`config.mk`:
```
export PLATFORM = sky130hd
export DESIGN_NAME = mem_cmd_sequencer_flat
export DESIGN_NICKNAME = d
export VERILOG_FILES = /design/src/rtl/mem_cmd_sequencer_if.sv /design/src/rtl/mem_cmd_sequencer.sv /design/src/flat_wrapper.sv
export SDC_FILE = /design/constraint.sdc
export NUM_CORES = 1
export LEC_CHECK = 0
export ABC_CLOCK_PERIOD_IN_PS = 1400
export CAP_MARGIN = 40
export CELL_PAD_IN_SITES_DETAIL_PLACEMENT = 0
export CELL_PAD_IN_SITES_GLOBAL_PLACEMENT = 1
export CORE_MARGIN = 3
export CORE_UTILIZATION = 31
export CTS_CLUSTER_DIAMETER = 150
export DETAILED_ROUTE_END_ITERATION = 6
export HOLD_SLACK_MARGIN = 0.03
export PLACE_DENSITY = 0.77
export SYNTH_ARGS = -nofsm -noshare
export SYNTH_HDL_FRONTEND = slang
export SYNTH_SLANG_ARGS = --single-unit
```
`constraint.sdc`:
```
create_clock -name clk -period 1.4 [get_ports clk]
set_input_delay 0.28 -clock clk [delete_from_list [all_inputs] [get_ports clk]]
set_output_delay 0.28 -clock clk [all_outputs]
set_load 0.05 [all_outputs]
```
`src/rtl/mem_cmd_sequencer_if.sv`:
```
// Bus bundle between the command sequencer, its host byte link and the Memory block.
// slave is the sequencer's view; master is the host/memory side.
interface mem_cmd_sequencer_if;
    logic [7:0] cmd_data;
    logic       cmd_valid;
    logic       cmd_ready;
    logic [7:0] rsp_data;
    logic       rsp_valid;
    logic       rsp_ready;
    logic       rsp_error;
    logic [4:0] mem_addr;
    logic [7:0] mem_wdata;
    logic       mem_we;
    logic [7:0] mem_rdata;

    modport slave (
        input  cmd_data, cmd_valid, rsp_ready, mem_rdata,
        output cmd_ready, rsp_data, rsp_valid, rsp_error, mem_addr, mem_wdata, mem_we
    );

    modport master (
        output cmd_data, cmd_valid, rsp_ready, mem_rdata,
        input  cmd_ready, rsp_data, rsp_valid, rsp_error, mem_addr, mem_wdata, mem_we
    );
endinterface

```
`src/rtl/mem_cmd_sequencer.sv`:
```
// Decodes a byte-serial read/write command stream into single-port Memory accesses
// and returns exactly one response byte per command.
module mem_cmd_sequencer #(
    parameter int         MEM_DEPTH = 17,
    parameter logic [7:0] ERR_CODE  = 8'hEE
) (
    input  logic               clk,
    input  logic               rst_n,
    mem_cmd_sequencer_if.slave bus,
    output logic               busy
);
    localparam logic [2:0] IDLE  = 3'd0;
    localparam logic [2:0] WDATA = 3'd1;
    localparam logic [2:0] WRITE = 3'd2;
    localparam logic [2:0] READ  = 3'd3;
    localparam logic [2:0] WAIT  = 3'd4;
    localparam logic [2:0] ERR   = 3'd5;
    localparam logic [2:0] RESP  = 3'd6;

    localparam logic [5:0] DEPTH = 6'(MEM_DEPTH);

    logic [2:0] state;
    logic [4:0] addr_q;
    logic       write_q;
    logic       legal_q;
    logic       cmd_xfer;
    logic       hdr_legal;
    logic       hdr_unused;

    // Ready depends only on state (and reset), never on cmd_valid.
    assign bus.cmd_ready = rst_n && (state == IDLE || state == WDATA);
    assign cmd_xfer      = bus.cmd_valid && bus.cmd_ready;
    assign hdr_legal     = {1'b0, bus.cmd_data[4:0]} < DEPTH;
    assign hdr_unused    = &bus.cmd_data[6:5];

    assign bus.mem_we = (state == WRITE);
    assign busy       = (state != IDLE);

    always_ff @(posedge clk) begin
        // NOTE: sequential state uses non-blocking assignments so every register
        // samples pre-edge values regardless of statement order.
        if (!rst_n) begin
            state         <= IDLE;
            addr_q        <= '0;
            write_q       <= 1'b0;
            legal_q       <= 1'b0;
            bus.mem_addr  <= '0;
            bus.mem_wdata <= '0;
            bus.rsp_data  <= '0;
            bus.rsp_error <= 1'b0;
            bus.rsp_valid <= 1'b0;
        end else begin
            case (state)
                IDLE: if (cmd_xfer) begin
                    addr_q  <= bus.cmd_data[4:0];
                    write_q <= bus.cmd_data[7];
                    legal_q <= hdr_legal;
                    if (bus.cmd_data[7]) begin
                        state <= WDATA;
                    end else if (hdr_legal) begin
                        bus.mem_addr <= bus.cmd_data[4:0];
                        state        <= READ;
                    end else begin
                        state <= ERR;
                    end
                end
                // The data byte is consumed even for an illegal address.
                WDATA: if (cmd_xfer) begin
                    bus.mem_wdata <= bus.cmd_data;
                    if (legal_q && write_q) begin
                        bus.mem_addr <= addr_q;
                        state        <= WRITE;
                    end else begin
                        state <= ERR;
                    end
                end
                WRITE: state <= WAIT;
                READ:  state <= WAIT;
                // Memory output is registered: read data or echoed write data is ready here.
                WAIT: begin
                    bus.rsp_data  <= bus.mem_rdata;
                    bus.rsp_error <= 1'b0;
                    bus.rsp_valid <= 1'b1;
                    state         <= RESP;
                end
                ERR: begin
                    bus.rsp_data  <= ERR_CODE;
                    bus.rsp_error <= 1'b1;
                    bus.rsp_valid <= 1'b1;
                    state         <= RESP;
                end
                RESP: if (bus.rsp_ready) begin
                    bus.rsp_valid <= 1'b0;
                    state         <= IDLE;
                end
                default: state <= IDLE;
            endcase
        end
    end
endmodule

```
`src/flat_wrapper.sv`:
```
// flat-port wrapper written by rule: the top's interface ports become plain ports
module mem_cmd_sequencer_flat 
#(
    parameter int         MEM_DEPTH = 17,
    parameter logic [7:0] ERR_CODE  = 8'hEE
)
  (clk, rst_n, busy, bus_cmd_data, bus_cmd_valid, bus_rsp_ready, bus_mem_rdata, bus_cmd_ready, bus_rsp_data, bus_rsp_valid, bus_rsp_error, bus_mem_addr, bus_mem_wdata, bus_mem_we);
  mem_cmd_sequencer_if bus_i ();
  input  logic clk;
  input  logic rst_n;
  output logic busy;
  input wire logic [$bits(bus_i.cmd_data)-1:0] bus_cmd_data;
  input wire logic [$bits(bus_i.cmd_valid)-1:0] bus_cmd_valid;
  input wire logic [$bits(bus_i.rsp_ready)-1:0] bus_rsp_ready;
  input wire logic [$bits(bus_i.mem_rdata)-1:0] bus_mem_rdata;
  output wire logic [$bits(bus_i.cmd_ready)-1:0] bus_cmd_ready;
  output wire logic [$bits(bus_i.rsp_data)-1:0] bus_rsp_data;
  output wire logic [$bits(bus_i.rsp_valid)-1:0] bus_rsp_valid;
  output wire logic [$bits(bus_i.rsp_error)-1:0] bus_rsp_error;
  output wire logic [$bits(bus_i.mem_addr)-1:0] bus_mem_addr;
  output wire logic [$bits(bus_i.mem_wdata)-1:0] bus_mem_wdata;
  output wire logic [$bits(bus_i.mem_we)-1:0] bus_mem_we;
  assign bus_i.cmd_data = bus_cmd_data;
  assign bus_i.cmd_valid = bus_cmd_valid;
  assign bus_i.rsp_ready = bus_rsp_ready;
  assign bus_i.mem_rdata = bus_mem_rdata;
  assign bus_cmd_ready = bus_i.cmd_ready;
  assign bus_rsp_data = bus_i.rsp_data;
  assign bus_rsp_valid = bus_i.rsp_valid;
  assign bus_rsp_error = bus_i.rsp_error;
  assign bus_mem_addr = bus_i.mem_addr;
  assign bus_mem_wdata = bus_i.mem_wdata;
  assign bus_mem_we = bus_i.mem_we;
  mem_cmd_sequencer #(.MEM_DEPTH(MEM_DEPTH), .ERR_CODE(ERR_CODE)) u_core (.clk(clk), .rst_n(rst_n), .bus(bus_i), .busy(busy));
endmodule
```
== After elaboration in Yosys (flattened, before gate mapping) ==
Index checks and enable logic that the tools add are counted.
Storage, ports and cells
  flip-flop bits (word level): 33
  input bits: 20
  output and inout port bits: 26
  logic and storage cells: 55
Operators by class
  order comparisons: 1
  eq/ne operators: 12
  mux-type cells: 17
  reductions and logical operators: 16
Operators by type and width (count)
  two-way mux 5 bit: 5
  two-way mux 3 bit: 6
  one-hot mux 8 bit (2 select lines): 1
  one-hot mux 3 bit (5 select lines): 1
  one-hot mux 5 bit (2 select lines): 1
  equality test 3 bit (second input constant): 3
  equality test 3 x 2 -> 1 bit (second input constant): 2
  != test 2 x 1 -> 1 bit (second input constant): 3
  != test 2 bit (second input constant): 3
  AND reduction 2 bit: 3
  AND reduction 6 bit: 1
  nonzero test 2 bit: 3
  < comparator 5 bit (second input constant): 1
  one-hot mux 1 bit (2 select lines): 2
  OR reduction 2 bit: 2
  equality test 3 x 1 -> 1 bit (second input constant): 1
  logical AND 1 bit: 3
  logical NOT 3 bit: 1
  AND reduction 3 bit: 1
  nonzero test 3 bit: 1
  logical OR 1 bit: 1
  two-way mux 1 bit: 1

== Longest topological paths before layout ==
Gate-level depths: netlist (run 1).
  depth in word-level cells: 6
  depth in mapped cells: 5
  mapped depth without buffers: 4

== Worst setup path before layout (run 1) ==
No wires, ideal clock.
  path kind: flip-flop to output port
  start: register u_core.state[0]
  end: output bus_mem_we
  arrival time: 1.819 ns
  required time: 1.120 ns
  path slack: -0.699 ns
  stages on the path, launching flop included: 4
  path buffers: 2
  path through: dfxtp_1 -> buf_2 -> clkbuf_1 -> nor3b_1
Between the ends
  longest elaborated chain between the ends: 1
Ends and longest elaborated chain
  start: declaration: line mem_cmd_sequencer.sv:22  | logic [2:0] state;
  start signal: assignment: line mem_cmd_sequencer.sv:43  | state <= IDLE;
  start signal: assignment: line mem_cmd_sequencer.sv:59  | state <= WDATA;
  start signal: assignment: line mem_cmd_sequencer.sv:62  | state <= READ;
  equality test 3 x 2 -> 1 bit: line mem_cmd_sequencer.sv:36  | assign bus.mem_we = (state == WRITE);
  end: declaration: line flat_wrapper.sv:22  | output wire logic [$bits(bus_i.mem_we)-1:0] bus_mem_we;
No other way between the ends.

== Worst setup path after layout (run 1) ==
  start: register u_core.state[2]
  end: output busy
Between the ends
  longest elaborated chain between the ends: 1
Ends and longest elaborated chain
  nonzero test 3 bit: line mem_cmd_sequencer.sv:37  | assign busy = (state != IDLE);
  end: declaration: line flat_wrapper.sv:11  | output logic busy;
No other way between the ends.

==> key figures, run 1 <==
Layout
  – Post-route cell area: 2624 um^2
  – NumNets Final: 241
  – Syn-to-layout area delta: 78.93%
  – Layout cell share with drive strength beyond 1: 0.3739
  – Ant diodes: 0

Clock tree
  – Root Driver: clkbuf_8
  – Worst-path clk slew: 0.07 ns
  – Clk_lat worst skew: 0.29 ns
  – Cts hold-fix bufs: 0
  – H-tree Lvls: 2
  – Max clock buf depth: 2
  – Total CTS buffers: 5
  – Clock sink total: 33
  – TritonCTS clock tree: yes

Routing
  – Drt first pass iters: 4
  – Residual DRC count: 0
  – DR iter-0 viols: 51
  – Post-DRT Antenna Nets: 0
  – Via count: 1,300
  – Post-DR vias/cell: 4.745
  – Final wirelength: 3982 um
  – WL/cell: 14.53 um

Power
  – Overall Power: 3.416 mW
  – Leak pwr: 1.049 nW
  – Peak supply drop: 622.7 uV
  – Cell Pwr Density: 1302 nW/um^2

Timing
  – Final hold violation count: 0
  – Setup violators final: 20
  – Slew Limit Fails: 0
  – Max-slew headroom: 0.7143
  – Post-route clock period utilization: 1.117
  – Final worst setup slack: -0.1641 ns
  – Unrepaired setup endpoints after global routing: yes
  – Worst slew pin tran: 0.4267 ns
  – Clock period minus worst slack: 1.564 ns
  – Skew final: 0.006284 ns
  – Fmax: 639.4 MHz

Outcome
  – Outcome: finished, violations left
  – Failing checks: setup timing

Synth
  – Yosys top cell area share: 0.4505
  – Largest area contributor in the netlist: dfxtp_1
  – Asr flop ratio synth: 0
  – Syn Std Cell Area: 1466 um^2
  – Sequential area share after synthesis: 0.4505
  – Synth area leaders: dfxtp_1 45%, mux2i_1 14%, nor2b_1 7.7%
  – Mapped Cells: 151
  – EDFF count, synth: 0
  – Syn Nets: 171
  – Synth warn: 0
  – Synth Flop Type: dfxtp_1
  – Post-synth cell types: 27
  – Mean Syn Cell Area: 9.711 um^2
  – Synthesized flop and latch total: 33

Global route
  – Initial antenna violation count: 0
  – Overflow after GRT: 0
  – Overall routing resource usage: 0.1603
  – First-pass GRT wire length: 6775 um
  – Largest net degree at the start of global routing: 28
  – Vias in the first global route: 1,439

Place
  – DP Area: 2360 um^2
  – I/O Buffers: 45
  – DP HPWL: 2867 um
  – RD Place Congestion: 0.7798

Critical path
  – R2r endpoint: u_core.bus.mem_addr[1]
  – R2R setup slack: -0.07 ns
  – Critical Path Start Type: flop
  – Worst setup path startpoint: u_core.state[2]
  – Req. time, crit path: 1.12 ns
  – CP endpoint kind: primary output
  – Worst Path Max Fanout: 6
  – FF-to-FF path depth: 7
  – Crit path capture: busy
  – Crit Path Class: flop to primary output
  – CP arrival: 1.28 ns
  – Crit Reg-Reg Startpoint: u_core.state[2]

Floorplan
  – Io pins: 46
  – Starting Density: 0.3277
  – Die Width: 74.78 um
  – Standard-cell rows: 24
  – Core ar.: 4474 um^2
  – Die Area: 5591 um^2
  – Die height: 74.78 um

Min path
  – Hold WC Path Type: primary input to flop
  – Hold Crit Start: bus_cmd_valid

Run
  – Max-cap viol count: 0
-- cells in the final DEF, fill, tap and decap left out, types with 5 or more instances in the layout --
| master | Yosys | routed |
|---|---|---|
| nand2_1 | 16 | 12 |
| dlygate4sd2_1 | 0 | 5 |
| dfxtp_1 | 33 | 30 |
| nor2_1 | 8 | 8 |
| buf_4 | 3 | 22 |
| mux2i_1 | 20 | 20 |
| buf_12 | 0 | 27 |
| nor3b_1 | 7 | 6 |
| buf_6 | 0 | 7 |
| nor3_1 | 7 | 7 |
| clkdlybuf4s50_1 | 0 | 14 |
| mux2_4 | 0 | 5 |
| nor2b_1 | 18 | 18 |
| o21ai_0 | 5 | 5 |
| clkbuf_8 | 0 | 6 |
-- layout make-up --
cell class / instances / area (um^2)
clock buffer: 7 / 86.33
timing repair buffer: 75 / 968.4
fill: 367 / 1851
clock inverter: 1 / 30.03
multi-input combinational: 106 / 804.5
tap: 52 / 65.06
sequential: 33 / 669.4
-- routing by layer --
layer / share of wire / track usage
met4: 0.017 / 0.05929
met2: 0.53 / 0.2907
met3: 0.052 / 0.04940
met5: 0 / 0
met1: 0.40 / 0.1748
-- per-stage QoR --
stage	std cells	utilization	hold slack, ns	TNS, ns	setup WS [ns]
floorplan	151	-	0.3698	-1.792	-0.3034
global placement	258	0.5274	0.4888	-7.727	-0.4061
global route	274	0.5864	0.4235	-2.329	-0.1956
detailed placement	258	0.5274	0.4896	-9.402	-0.4894
CTS	275	0.5889	0.3704	-1.142	-0.1769
finish	274	0.5864	0.4023	-0.9581	-0.1641
-- worst min-delay path by stage --
stage,endpoint,slack (ns),cells past startpoint
4_1_cts,u_core.state[0],0.37,2
5_1_grt,u_core.state[0],0.42,2
3_3_place_gp,u_core.bus.mem_addr[3],0.49,2
3_5_place_dp,u_core.bus.mem_addr[0],0.49,2
6_report,u_core.state[0],0.40,2
2_1_floorplan,u_core.state[0],0.37,1
-- state kept, by name (all words and copies together), names as in the netlist --
| signal | cells |
|---|---|
| u_core.state | 3 |
| u_core.addr_q | 5 |
| u_core.bus.rsp_valid | 1 |
| u_core.write_q | 1 |
| u_core.bus.rsp_error | 1 |
| u_core.legal_q | 1 |
| u_core.bus.rsp_data | 8 |
| u_core.bus.mem_wdata | 8 |
| u_core.bus.mem_addr | 5 |
-- cells in the mapped netlist, drive strengths merged (2+ instances only) --
cell type,count
nor3,7
o21ai,5
a21oi,2
nor2b,18
buf,5
nor2,9
mux2,5
a21boi,3
nand3b,3
nand2,16
mux2i,20
nor3b,9
clkbuf,7
dfxtp,33
-- timing repair --
item	CTS	global route
pin swaps	6	2
resized for setup	30	1
endpoints found under the setup margin	33	24
setup buffers	9	0
-- cell families (layout without fill, tap and decap cells) --
| group | Yosys count | in the layout | share of synthesized area |
|---|---|---|---|
| AO/OA/AOI/OAI | 13 | 13 | 0.06058 |
| buffers and inverters | 12 | 83 | 0.04010 |
| AND/OR/NAND/NOR | 68 | 68 | 0.2739 |
| multiplexers | 25 | 25 | 0.1749 |
| flip-flops | 33 | 33 | 0.4505 |
-- power by group --
part	internal, mW	leakage [nW]	total [mW]	switching (mW)
Sequential	1.04	0.270	1.12	0.0860
Combinational	0.718	0.720	1.36	0.645
Clock	0.580	0.0585	0.929	0.349
-- worst max-delay path: stages, from the launching register on --
cell and delay [ns]:
dfxtp_2 0.33, buf_6 0.12, or3_4 0.39, buf_12 0.16
Note: power is estimated with default switching activity, not from simulation.
==> run 2: changes to the inputs <==
--- a/config.mk
+++ b/config.mk
@@ -5,16 +5,16 @@
 export SDC_FILE = /design/constraint.sdc
 export NUM_CORES = 1
 export LEC_CHECK = 0
-export ABC_CLOCK_PERIOD_IN_PS = 1400
+export ABC_CLOCK_PERIOD_IN_PS = 1450
 export CAP_MARGIN = 40
 export CELL_PAD_IN_SITES_DETAIL_PLACEMENT = 0
 export CELL_PAD_IN_SITES_GLOBAL_PLACEMENT = 1
 export CORE_MARGIN = 3
-export CORE_UTILIZATION = 31
+export CORE_UTILIZATION = 34
 export CTS_CLUSTER_DIAMETER = 150
 export DETAILED_ROUTE_END_ITERATION = 6
 export HOLD_SLACK_MARGIN = 0.03
-export PLACE_DENSITY = 0.77
+export PLACE_DENSITY = 0.8
 export SYNTH_ARGS = -nofsm -noshare
 export SYNTH_HDL_FRONTEND = slang
 export SYNTH_SLANG_ARGS = --single-unit
==> constraint.sdc (replaced) <==
create_clock -name clk -period 1.45 [get_ports clk]
set_input_delay 0.29 -clock clk [delete_from_list [all_inputs] [get_ports clk]]
set_output_delay 0.29 -clock clk [all_outputs]
set_load 0.05 [all_outputs]
==> run 2 against run 1 <==
Net effect:
- the flow still finishes with violations (setup timing)
- routed wire length fell by 3.4%
- largest cell class unchanged
- design area fell by 2.4%
- critical path type unchanged
- power fell by 11%
- largest power group unchanged
- setup slack improved by 0.037 ns
- via count did not move
- non-clock buffer count fell by 3
- first-iteration DRC count fell by 45%
- sequential share of layout area rose by 0.62 points
- cell count fell by 1.8%
- global-route usage fell by 0.36 points
- register-to-register slack barely moved
==> key figures, run 2 (synthesized netlist as in run 1, its figures left out) <==
Layout
  – NumNets Final: 238
  – Largest regs: u_core.bus.mem_wdata x8, u_core.bus.rsp_data x8
  – Ant diodes: 0
  – Post-route cell area: 2561 um^2
  – Layout cell share with drive strength beyond 1: 0.3562
  – Commonest non-fill, non-tap cell in the layout: dfxtp_1
  – Final core utilization: 0.6268
  – Syn-to-layout area delta: 74.66%
  – Most frequent cells in the layout: 30 x dfxtp_1, 27 x buf_12, 19 x mux2i_1
  – Non-Filler Instances: 269

Critical path
  – Crit Path Class: flop to primary output
  – Worst Path Max Fanout: 5
  – Worst setup path startpoint: u_core.state[2]
  – Req. time, crit path: 1.16 ns
  – R2R setup slack: -0.06 ns
  – CP endpoint kind: primary output
  – Crit Reg-Reg Startpoint: u_core.state[0]
  – FF-to-FF path depth: 4
  – R2r endpoint: u_core.addr_q[1]
  – CP arrival: 1.29 ns
  – Critical Path Start Type: flop
  – Crit path capture: busy

Place
  – DP Area: 2350 um^2
  – Setup WS pre-CTS: -0.4127 ns
  – DP HPWL: 2784 um
  – Placed cells: 255
  – RD Place Congestion: 0.7646
  – I/O Buffers: 45

Global route
  – Overall routing resource usage: 0.1567
  – Initial antenna violation count: 0
  – First-pass GRT wire length: 6354 um
  – Vias in the first global route: 1,397
  – Overflow after GRT: 0
  – Largest net degree at the start of global routing: 28

Timing
  – Fmax: 634.1 MHz
  – Max-slew headroom: 0.7598
  – Slew Limit Fails: 0
  – Unrepaired setup endpoints after global routing: yes
  – Clock period minus worst slack: 1.577 ns
  – Post-route clock period utilization: 1.088
  – Skew final: 0.01082 ns
  – Final hold violation count: 0
  – Final worst setup slack: -0.1271 ns
  – Setup violators final: 10
  – Worst slew pin tran: 0.3587 ns

Routing
  – Drt first pass iters: 4
  – DR iter-0 viols: 28
  – Via count: 1,300
  – Post-DR vias/cell: 4.833
  – Residual DRC count: 0
  – WL/cell: 14.29 um
  – Final wirelength: 3845 um
  – Post-DRT Antenna Nets: 0

Floorplan
  – Die Area: 5137 um^2
  – Die height: 71.68 um
  – Standard-cell rows: 23
  – Io pins: 46
  – Die Width: 71.68 um
  – Starting Density: 0.3588
  – Core ar.: 4086 um^2

Min path
  – Hold WC Path Type: primary input to flop

Clock tree
  – Max clock buf depth: 2
  – Clock sink total: 33
  – Root Driver: clkbuf_8
  – H-tree Lvls: 2
  – TritonCTS clock tree: yes
  – Clk_lat worst skew: 0.29 ns
  – Total CTS buffers: 5
  – Worst-path clk slew: 0.07 ns

Power
  – Peak supply drop: 652.3 uV
  – Cell Pwr Density: 1187 nW/um^2
  – Leak pwr: 1.010 nW

Run
  – Max-cap viol count: 0

Outcome
  – Failing checks: setup timing
  – Outcome: finished, violations left
[run 2: power breakdown]
group / internal, mW / switching, mW / total [mW]
Clock: 0.332 / 0.331 / 0.664
Sequential: 1.00 / 0.0879 / 1.09
Combinational: 0.675 / 0.611 / 1.29
[run 2: worst min-delay path by stage]
stage | from | endpoint | slack, ns | depth (start not counted)
after floorplan | bus_cmd_valid | u_core.state[0] | 0.38 | 1
after global placement | u_core.bus.mem_addr[4] | u_core.bus.mem_addr[4] | 0.49 | 2
after detailed placement | u_core.bus.mem_addr[2] | u_core.bus.mem_addr[2] | 0.49 | 2
after CTS | u_core.bus.mem_addr[0] | u_core.bus.mem_addr[0] | 0.51 | 2
after global routing | bus_cmd_valid | u_core.state[0] | 0.41 | 3
final | bus_cmd_valid | u_core.state[0] | 0.37 | 3
[run 2: worst max-delay path: stages, from the launching register on]
cell     delay [ns]
dfxtp_2        0.33
buf_6          0.13
or3_4          0.39
buf_12         0.16
[run 2: cell type report]
class | count | area (um^2)
clock buffers | 6 | 72.57
fillers | 329 | 1525
well taps | 50 | 62.56
clock inverters | 2 | 10.01
multi-input cells | 106 | 785.8
flip-flops and latches | 33 | 669.4
repair buffers | 72 | 960.9
[run 2: repair_timing]
item                       CTS  global route
hold buffers                 0             0
setup endpoints to repair   24            23
pin swaps                    3             2
buffers inserted             4             3
resized for setup           17            10
[run 2: metal layers]
metal / routed length (um) / up-vias / track usage
li1: - / 647 / -
met1: 1577 / 611 / 0.1704
met2: 1981 / 34 / 0.2837
met3: 215 / 8 / 0.05189
met4: 71 / 0 / 0.05219
met5: 0 / - / 0
[run 2: stage by stage]
stage               hold slack, ns  setup TNS, ns  power, mW
floorplan                   0.3798         -1.452      1.709
global placement            0.4885         -7.014      2.234
detailed placement          0.4938         -7.514      2.265
CTS                         0.5075        -0.6374      3.009
global route                0.4075         -1.289      3.177
finish                      0.3687        -0.4958      3.039
